## config.mk

```make
export PLATFORM = sky130hd
export DESIGN_NAME = execute_stage
export DESIGN_NICKNAME = d
export VERILOG_FILES = /design/src/rtl/execute_stage.sv
export SDC_FILE = /design/constraint.sdc
export NUM_CORES = 2
export LEC_CHECK = 0
export ABC_CLOCK_PERIOD_IN_PS = 4400
export CAP_MARGIN = 10
export CORE_ASPECT_RATIO = 0.6
export CORE_MARGIN = 2
export CORE_UTILIZATION = 25
export CTS_CLUSTER_SIZE = 28
export DETAILED_ROUTE_END_ITERATION = 8
export PLACE_DENSITY = 0.42
export SLEW_MARGIN = 10
export SYNTH_ARGS = -nofsm -noshare
export SYNTH_HDL_FRONTEND = slang
export SYNTH_SLANG_ARGS = --single-unit
export TNS_END_PERCENT = 5
```

## constraint.sdc

```tcl
create_clock -name clk -period 4.4 [get_ports clk]
set_input_delay 0.66 -clock clk [delete_from_list [all_inputs] [get_ports clk]]
set_output_delay 0.66 -clock clk [all_outputs]
set_load 0.1 [all_outputs]
```

## src/rtl/execute_stage.sv

```systemverilog
// EX stage of the RV32IM pipeline: operand forwarding, ALU, branch target, PC+4,
// and an iterative 32-step multiply/divide unit that stalls upstream while it runs.
module execute_stage #(
    parameter int MDU_STEPS = 32
) (
    input  logic        clk,
    input  logic        rst,
    input  logic        keep,
    input  logic        nop,
    input  logic        RegWrite_pype1,
    input  logic [1:0]  MemtoReg_pype1,
    input  logic [1:0]  MemRW_pype1,
    input  logic [1:0]  dsize_pype1,
    input  logic [2:0]  MemBranch_pype1,
    input  logic [4:0]  ALUop_pype1,
    input  logic        ALUSrcA_pype1,
    input  logic        ALUSrcB_pype1,
    input  logic [31:0] PC_pype1,
    input  logic [31:0] read_data1_pype1,
    input  logic [31:0] read_data2_pype1,
    input  logic [31:0] imm_pype1,
    input  logic [4:0]  WReg_pype1,
    input  logic [31:0] Instraction_pype1,
    input  logic [1:0]  fwd_a_sel,
    input  logic [1:0]  fwd_b_sel,
    input  logic [31:0] fwd_mem_data,
    input  logic [31:0] fwd_wb_data,
    output logic        ex_busy,
    output logic        RegWrite_pype2,
    output logic [1:0]  MemtoReg_pype2,
    output logic [1:0]  MemRW_pype2,
    output logic [1:0]  dsize_pype2,
    output logic [2:0]  MemBranch_pype2,
    output logic [31:0] ALU_co_pype,
    output logic [31:0] PCBranch_pype2,
    output logic [31:0] PCp4_pype2,
    output logic [31:0] read_data2_pype2,
    output logic [4:0]  WReg_pype2,
    output logic [31:0] Instraction_pype2
);

    localparam logic [2:0] MEMB_JALR = 3'd7;
    localparam int CNT_W = $clog2(MDU_STEPS);
    localparam logic [CNT_W-1:0] CNT_LAST = CNT_W'(MDU_STEPS - 1);

    typedef struct packed {
        logic        reg_write;
        logic [1:0]  mem_to_reg;
        logic [1:0]  mem_rw;
        logic [1:0]  dsize;
        logic [2:0]  mem_branch;
        logic [31:0] alu_co;
        logic [31:0] pc_branch;
        logic [31:0] pcp4;
        logic [31:0] rd2;
        logic [4:0]  wreg;
        logic [31:0] instr;
    } ex_mem_t;

    typedef enum logic [1:0] {MDU_IDLE, MDU_RUN, MDU_DONE} mdu_state_t;

    function automatic logic [31:0] alu_f(input logic [4:0] op, input logic [31:0] a,
                                          input logic [31:0] b);
        case (op)
            5'd0:    return a + b;
            5'd1:    return a - b;
            5'd2:    return a << b[4:0];
            5'd3:    return {31'd0, $signed(a) < $signed(b)};
            5'd4:    return {31'd0, a < b};
            5'd5:    return a ^ b;
            5'd6:    return a >> b[4:0];
            5'd7:    return 32'($signed(a) >>> b[4:0]);
            5'd8:    return a | b;
            5'd9:    return a & b;
            5'd10:   return b;
            default: return 32'd0;
        endcase
    endfunction

    // op is ALUop[2:0] of an MDU op: bit2 selects divide, bit1 remainder, 00 low product.
    function automatic logic [31:0] mdu_result(input logic [2:0] op, input logic [31:0] hi,
                                               input logic [31:0] lo, input logic [31:0] dvs,
                                               input logic negq, input logic negr);
        logic [63:0] prod;
        logic [31:0] quo;
        logic [31:0] rem;
        prod = negq ? -{hi, lo} : {hi, lo};
        quo  = (dvs == 32'd0) ? 32'hFFFF_FFFF : (negq ? -lo : lo);
        rem  = negr ? -hi : hi;
        if (!op[2]) return (op[1:0] == 2'd0) ? prod[31:0] : prod[63:32];
        return op[1] ? rem : quo;
    endfunction

    logic [31:0] opa_fwd, opb_fwd, src_a, src_b, abs_a, abs_b, alu_res;
    logic        is_mdu, is_div, a_sgn, b_sgn, div_ge;
    logic [32:0] mul_sum, div_rs, div_diff;
    ex_mem_t     pipe_norm, pipe_d, pipe_q;
    mdu_state_t  state_d, state_q;
    logic [CNT_W-1:0] cnt_d, cnt_q;
    logic [31:0] hi_d, hi_q, lo_d, lo_q, mb_d, mb_q;
    logic [2:0]  op_d, op_q;
    logic        negq_d, negq_q, negr_d, negr_q;

    always_comb begin
        case (fwd_a_sel)
            2'd1:    opa_fwd = fwd_mem_data;
            2'd2:    opa_fwd = fwd_wb_data;
            default: opa_fwd = read_data1_pype1;
        endcase
        case (fwd_b_sel)
            2'd1:    opb_fwd = fwd_mem_data;
            2'd2:    opb_fwd = fwd_wb_data;
            default: opb_fwd = read_data2_pype1;
        endcase
        src_a   = ALUSrcA_pype1 ? PC_pype1 : opa_fwd;
        src_b   = ALUSrcB_pype1 ? imm_pype1 : opb_fwd;
        alu_res = alu_f(ALUop_pype1, src_a, src_b);
        is_mdu  = (ALUop_pype1[4:3] == 2'b10);
        is_div  = ALUop_pype1[2];
        a_sgn   = src_a[31] & (ALUop_pype1 inside {5'd16, 5'd17, 5'd18, 5'd20, 5'd22});
        b_sgn   = src_b[31] & (ALUop_pype1 inside {5'd16, 5'd17, 5'd20, 5'd22});
        abs_a   = a_sgn ? -src_a : src_a;
        abs_b   = b_sgn ? -src_b : src_b;

        pipe_norm.reg_write  = RegWrite_pype1;
        pipe_norm.mem_to_reg = MemtoReg_pype1;
        pipe_norm.mem_rw     = MemRW_pype1;
        pipe_norm.dsize      = dsize_pype1;
        pipe_norm.mem_branch = MemBranch_pype1;
        pipe_norm.alu_co     = (MemBranch_pype1 == MEMB_JALR) ? {alu_res[31:1], 1'b0} : alu_res;
        pipe_norm.pc_branch  = PC_pype1 + imm_pype1;
        pipe_norm.pcp4       = PC_pype1 + 32'd4;
        pipe_norm.rd2        = opb_fwd;
        pipe_norm.wreg       = WReg_pype1;
        pipe_norm.instr      = Instraction_pype1;
    end

    // One shift-add (multiply) or restoring-subtract (divide) step on the latched magnitudes.
    always_comb begin
        state_d  = state_q;
        cnt_d    = cnt_q;
        hi_d     = hi_q;
        lo_d     = lo_q;
        mb_d     = mb_q;
        op_d     = op_q;
        negq_d   = negq_q;
        negr_d   = negr_q;
        pipe_d   = pipe_q;
        mul_sum  = {1'b0, hi_q} + (lo_q[0] ? {1'b0, mb_q} : 33'd0);
        div_rs   = {hi_q, lo_q[31]};
        div_diff = div_rs - {1'b0, mb_q};
        div_ge   = (div_rs >= {1'b0, mb_q});
        if (nop) begin
            pipe_d  = '0;
            state_d = MDU_IDLE;
            cnt_d   = '0;
        end else if (!keep) begin
            unique case (state_q)
                MDU_IDLE: begin
                    if (is_mdu) begin
                        pipe_d  = '0;
                        hi_d    = '0;
                        lo_d    = is_div ? abs_a : abs_b;
                        mb_d    = is_div ? abs_b : abs_a;
                        op_d    = ALUop_pype1[2:0];
                        negq_d  = a_sgn ^ b_sgn;
                        negr_d  = a_sgn;
                        cnt_d   = '0;
                        state_d = MDU_RUN;
                    end else begin
                        pipe_d = pipe_norm;
                    end
                end
                MDU_RUN: begin
                    pipe_d = '0;
                    if (op_q[2]) begin
                        hi_d = div_ge ? div_diff[31:0] : div_rs[31:0];
                        lo_d = {lo_q[30:0], div_ge};
                    end else begin
                        hi_d = mul_sum[32:1];
                        lo_d = {mul_sum[0], lo_q[31:1]};
                    end
                    cnt_d = cnt_q + 1'b1;
                    if (cnt_q == CNT_LAST) state_d = MDU_DONE;
                end
                MDU_DONE: begin
                    pipe_d        = pipe_norm;
                    pipe_d.alu_co = mdu_result(op_q, hi_q, lo_q, mb_q, negq_q, negr_q);
                    state_d       = MDU_IDLE;
                end
                default: state_d = MDU_IDLE;
            endcase
        end
    end

    assign ex_busy = rst & (((state_q == MDU_IDLE) & is_mdu) | (state_q == MDU_RUN));

    always_ff @(posedge clk or negedge rst) begin
        if (!rst) begin
            state_q <= MDU_IDLE;
            cnt_q   <= '0;
            hi_q    <= '0;
            lo_q    <= '0;
            mb_q    <= '0;
            op_q    <= '0;
            negq_q  <= 1'b0;
            negr_q  <= 1'b0;
            pipe_q  <= '0;
        end else begin
            state_q <= state_d;
            cnt_q   <= cnt_d;
            hi_q    <= hi_d;
            lo_q    <= lo_d;
            mb_q    <= mb_d;
            op_q    <= op_d;
            negq_q  <= negq_d;
            negr_q  <= negr_d;
            pipe_q  <= pipe_d;
        end
    end

    assign RegWrite_pype2    = pipe_q.reg_write;
    assign MemtoReg_pype2    = pipe_q.mem_to_reg;
    assign MemRW_pype2       = pipe_q.mem_rw;
    assign dsize_pype2       = pipe_q.dsize;
    assign MemBranch_pype2   = pipe_q.mem_branch;
    assign ALU_co_pype       = pipe_q.alu_co;
    assign PCBranch_pype2    = pipe_q.pc_branch;
    assign PCp4_pype2        = pipe_q.pcp4;
    assign read_data2_pype2  = pipe_q.rd2;
    assign WReg_pype2        = pipe_q.wreg;
    assign Instraction_pype2 = pipe_q.instr;

endmodule

```

# Word-level counts from Yosys, hierarchy flattened
# Cells that the tools add are included.
# op_classes
n_eq_ne,28
n_bitwise,11
shift,3
reduce_logical,14
mux,43
add_sub_neg,12
magnitude_cmp,3
# ops
op,n
2-to-1 mux 32 bit,19
2-to-1 mux 175 bit,3
one-hot mux 175 bit (3 select lines),1
one-hot mux 32 bit (11 select lines),1
one-hot mux 32 bit (2 select lines),4
negator 32 bit,4
adder 32 bit,2
< comparator 32 bit,2
2-to-1 mux 64 bit,1
negator 64 bit,1
subtractor 32 bit,2
adder 32 x 32 -> 33 bit,1
greater-or-equal comparator 33 x 32 -> 1 bit,1
"adder 32 x 3 -> 32 bit, second input constant",1
bitwise AND 32 bit,1
zero test 32 bit,1
OR 32 bit,1
<< shifter 32 x 5 -> 32 bit,1
right shift 32 x 5 -> 32 bit,1
>>> shifter 32 x 5 -> 32 bit,1
bitwise XOR 32 bit,1
"== test 5 bit, second input constant",6
"== test 5 x 3 -> 1 bit, second input constant",4
"== test 5 x 4 -> 1 bit, second input constant",3
27 further kinds,51
# word_totals
ff_bits,283
out_inout_bits,176
elab_cells,133

# Longest topological paths before layout
# logic_depth
word_depth,10
ltp_mapped,22
depth_no_buf,18

# Worst setup path after synthesis
# OpenSTA, ideal clock, no wires.
# synth_path
path_type,in2reg
from,in fwd_b_sel[0]
to,"reg pipe_q, in the netlist ALU_co_pype[31]"
n_path_buf,5
arrival_ns,5.383
required_ns,4.264
setup_slack_ns,-1.119
cell_stages,20
path_cell_list,inv_1 > ha_1 > or2_2 > o221ai_2 > buf_2 > clkbuf_1 > buf_1 > clkbuf_1 > ha_1 > clkbuf_1 > or3b_2 > a21oi_1 > o22ai_1 > o211a_1 > o21bai_1 > a221oi_1 > o41ai_1 > a311oi_1 > mux2i_1 > nand3_1
# synth_between
elab_chain_cells,9
elab_cells_between_ends,17
# synth_lines
element,line_no,rtl
from (decl),25,"input logic [1:0] fwd_b_sel,"
== test 2 bit or == test 2 x 1 -> 1 bit (tied branches),110,case (fwd_b_sel)
one-hot mux 32 bit (2 select lines) (*),110,
2-to-1 mux 32 bit (*),116,src_b = ALUSrcB_pype1 ? imm_pype1 : opb_fwd;
"subtractor 32 bit, or another cell as far along",66,5'd1: return a - b;
one-hot mux 32 bit (11 select lines) (*),64,case (op)
2-to-1 mux 175 bit (*),160,if (is_mdu) begin
one-hot mux 175 bit (3 select lines) (*),158,unique case (state_q)
2-to-1 mux 175 bit (*),157,end else if (!keep) begin
2-to-1 mux 175 bit (*),153,if (nop) begin
to (signal assigned),218,pipe_q <= pipe_d;
to (decl),97,"ex_mem_t pipe_norm, pipe_d, pipe_q;"
# Mark *: on every way between the ends. The rest lies on a longest branch, timed or not. The select of a mux whose other input is x is not followed.
# A chain may end at the register's enable or synchronous reset.

# Worst setup path in the final report
# layout_path
from,in ALUSrcA_pype1
to,"reg pipe_q, in the netlist ALU_co_pype[7]"
# layout_between
elab_chain_cells,7
elab_cells_between_ends,14
# layout_lines
element,line_no,rtl
from (decl),16,"input logic ALUSrcA_pype1,"
2-to-1 mux 32 bit (*),115,src_a = ALUSrcA_pype1 ? PC_pype1 : opa_fwd;
"subtractor 32 bit, or another cell as far along",66,
one-hot mux 32 bit (11 select lines) (*),64,
2-to-1 mux 175 bit (*),160,
one-hot mux 175 bit (3 select lines) (*),158,
2-to-1 mux 175 bit (*),157,
2-to-1 mux 175 bit (*),153,
# Marks and branches as above.

==> results.md <==
* Full die area at 134,000 um2
* Hold_sp: read_data2_pype2[18]$_DFFE_PN0P_
* Pin count of the biggest net entering global routing at 100
* Gate count after technology mapping at 4,329
* Clock buffers created by TritonCTS at 38
* Power per Cell Area at 384 nW/um2
* Static Leakage at 21.6 nW
* Mapped cell area at 32,700 um2
* Post-Place Worst Slack at -1.24 ns
* Met2 track demand over resource in global routing at 38.2%
* Buffer levels on the longest clock path at 3
* Post-synthesis sequential area ratio at between 20% and 30%
* Max Clock Freq at 231 MHz
* Dominant cells by area after synthesis: dfrtp_1, ha_1, o21ai_0, mux2i_1, nand2_1
* Max H-tree Level at 2
* Initial core utilization at roughly 25%
* Die width at 471 um
* Nature of the critical path endpoint: flop
* Routability congestion estimate from global placement at 1.11
* Clock Pin Slew Worst Setup and Hold Paths at about 0.07 ns
* Maximum fanout count along the critical path at 9
* Syn nets at approximately 4,800
* Worst endpoint required time at 4.95 ns
* Final Skew at a little over 0.04 ns
* Worst reg2reg path depth at 11
* Number of distinct library cells after synthesis at a little under 90
* Proportion of synthesized flip-flops having asynchronous set or reset at 100%
* Remaining design rule violation count at 0
* Min-delay worst type: reg -> reg
* Avg Inst Size Synth at 7.55 um2
* Hold_ws at 0.479 ns
* Number of clock sinks at 283
* Met1 Usage GRT at 54.8%
* Cell chosen for the clock root: clkbuf_16
* Routed WL per cell at 32.9 um
* Via Count at 42,400
* HPWL after detailed placement at ~200,000 um
* Number of buffers inserted by port buffering at 429
* Fraction of layout cells with a size suffix above 1 at 24.1%
* Area share of the largest cell type after synthesis at 21.7%
* GRT Overall Usage at 34.4%
* Reg2reg start: hi_q[3]$_DFFE_PN0P_
* Clock latency on the worst-skew pair at 0.64 ns
* Most frequent cells in the layout: buf_4, nand2_1, clkdlybuf4s50_1
* Final global-route overflow total at 0
* Yosys warns at 0
* Final hold violation count at 0
* Share of the clock period used by the worst path at 98.3%
* Number of slew-limit violations in the final report at 0
* Startpoint type of the worst setup path: primary input
* Max_slew headroom at a little over a fifth
* Vias in the first global route at 38,100
* Worst Hold Depth at 2
* Dominant synthesized flop cell: dfrtp_1
* Post-synthesis sequential element count at ~280
* Critical Setup Path Class: in -> reg
* Setup TNS at 0 ns
* Core outline area at 129,000 um2
* Antenna violations before repair at 15
* Number of core rows at roughly 100
* Count of nets after finishing at between 6,000 and 7,000
* Count of fill cells added during filler insertion at 13,600
* Top Usage Layer GRT: met1
* Per-cell via count in the routed design at approximately 5.8
* Routed Antenna Nets at 0
* Overall Power at roughly 19 mW
* Length of the first detailed-routing pass in iterations at 7
* Min-Delay Endpoint: read_data2_pype2[18]$_DFFE_PN0P_
* Tightest Pin Transition at 1.18 ns
* Cell type with the largest total area after synthesis: dfrtp_1
* IO Count at 430
* Global-route wire length before repair at ~320,000 um
* Arrival time at the worst endpoint at 4.87 ns
* Reg-to-reg endpoint: hi_q[21]$_DFFE_PN0P_
* Post-route core utilization at 37.5%
* Max-cap viol count at 0
* # setup viols final at 0
* IR drop worst, VDD at ~250 uV
* Final min period at 4.33 ns
* Most common cell after layout, fill and taps aside: buf_4
* EDFF count, synth at 0
* Fraction of met3 tracks used by global routing at 18.6%
* Minimum setup slack among reg-to-reg paths at ~0.080 ns
* Unrepaired setup endpoints after global routing: true
* CTS tree: done
* Total routed wirelength at 240,000 um
* Die outline height at 284 um
* Area added between synthesis and finish at 48.3%
* Status: finished, final reports clean
* Drt initial violations at ~6,400
* Post-route worst setup slack at 0.0738 ns
## power by group
group	switching (mW)	internal [mW]	total [mW]
combinational	7.59	4.31	11.9
clock	1.52	1.76	3.28
sequential	0.468	2.93	3.40
total	9.58	9.00	18.6
## cell families (layout without fill, tap and decap cells)
group	count (synthesis)	after routing	share of synthesized area (%)
multiplexers	199	199	6.16
flip-flops	283	283	21.7
XOR/XNOR	273	273	7.32
AO/OA/AOI/OAI	1585	1585	32.6
AND/OR/NAND/NOR	1268	1268	18.0
other	0	3	0
adder cells (fa/ha/maj)	212	212	8.24
buffers and inverters	509	1768	6.07
## worst max path at each step
stage / startpoint / end / cells after the start / slack [ns]
after global placement: fwd_a_sel[0] / ALU_co_pype[23]$_DFFE_PN0P_ / 22 / -1.28
after floorplan: fwd_b_sel[1] / ALU_co_pype[27]$_DFFE_PN0P_ / 22 / -0.02
final: ALUSrcA_pype1 / ALU_co_pype[7]$_DFFE_PN0P_ / 21 / 0.07
after global routing: ALUSrcA_pype1 / ALU_co_pype[2]$_DFFE_PN0P_ / 21 / -0.02
after detailed placement: fwd_a_sel[0] / ALU_co_pype[19]$_DFFE_PN0P_ / 20 / -1.24
after CTS: fwd_b_sel[0] / ALU_co_pype[21]$_DFFE_PN0P_ / 19 / -0.05
## repair_timing
action,in CTS,in global routing
setup buffers,0,11
resized for setup,46,103
hold endpoints to repair,13,0
endpoints found under the setup margin,31,43
hold buffers,1,0
pin swaps,1,32
## per-stage QoR
step,instance area [um2],cells
final,48400,7307
after global routing,48400,7306
after CTS,47900,7294
after detailed placement,46500,7231
after global placement,46500,7231
after floorplan,32900,4329
## worst max-delay path: stages
cell	delay, ns
clkdlybuf4s50_1	0.41
buf_4	0.19
buf_12	0.14
buf_4	0.17
nor2b_1	0.14
buf_4	0.16
a221oi_2	0.21
buf_4	0.21
buf_4	0.12
clkinv_1	0.34
mux2i_1	0.33
nor2_1	0.07
a311o_1	0.36
o21ai_0	0.11
buf_4	0.20
buf_4	0.14
a211oi_1	0.08
a31o_2	0.26
o21ai_1	0.26
buf_4	0.18
a22o_1	0.11
## area by class of cell
type,count,area [um2],share of cell area (%)
Antenna cell,3,7.51,0.0155
Clock buffer,49,1020,2.11
Clock inverter,13,139,0.287
Inverter,203,763,1.58
Multi-Input combinational cell,3537,24400,50.4
Sequential cell,283,7090,14.6
Tap cell,1716,2150,4.43
Timing Repair Buffer,1503,12900,26.6
## synth_stat cells (96+ instances only)
cell	count
a21oi_1	318
a22o_1	96
clkbuf_1	224
dfrtp_1	283
ha_1	207
inv_1	187
mux2i_1	184
nand2_1	468
nand3_1	96
nor2_1	321
o21ai_0	406
xnor2_1	174
xor2_1	99
## state kept, by name, indices dropped and copies added, names as in the netlist, 3 cells and up
| register | count |
|---|---|
| read_data2_pype2 | 32 |
| Instraction_pype2 | 32 |
| hi_q | 32 |
| PCBranch_pype2 | 32 |
| ALU_co_pype | 32 |
| PCp4_pype2 | 32 |
| MemBranch_pype2 | 3 |
| lo_q | 32 |
| WReg_pype2 | 5 |
| mb_q | 32 |
| op_q | 3 |
| cnt_q | 5 |
## metal layers
| metal | vias up | share of wire [%] |
|---|---|---|
| li1 | 18500 | - |
| met1 | 21100 | 50 |
| met2 | 2626 | 33 |
| met3 | 178 | 16 |
| met4 | 6 | 1.5 |
| met5 | - | 0.083 |
Note: power is estimated with default switching activity, not from simulation.
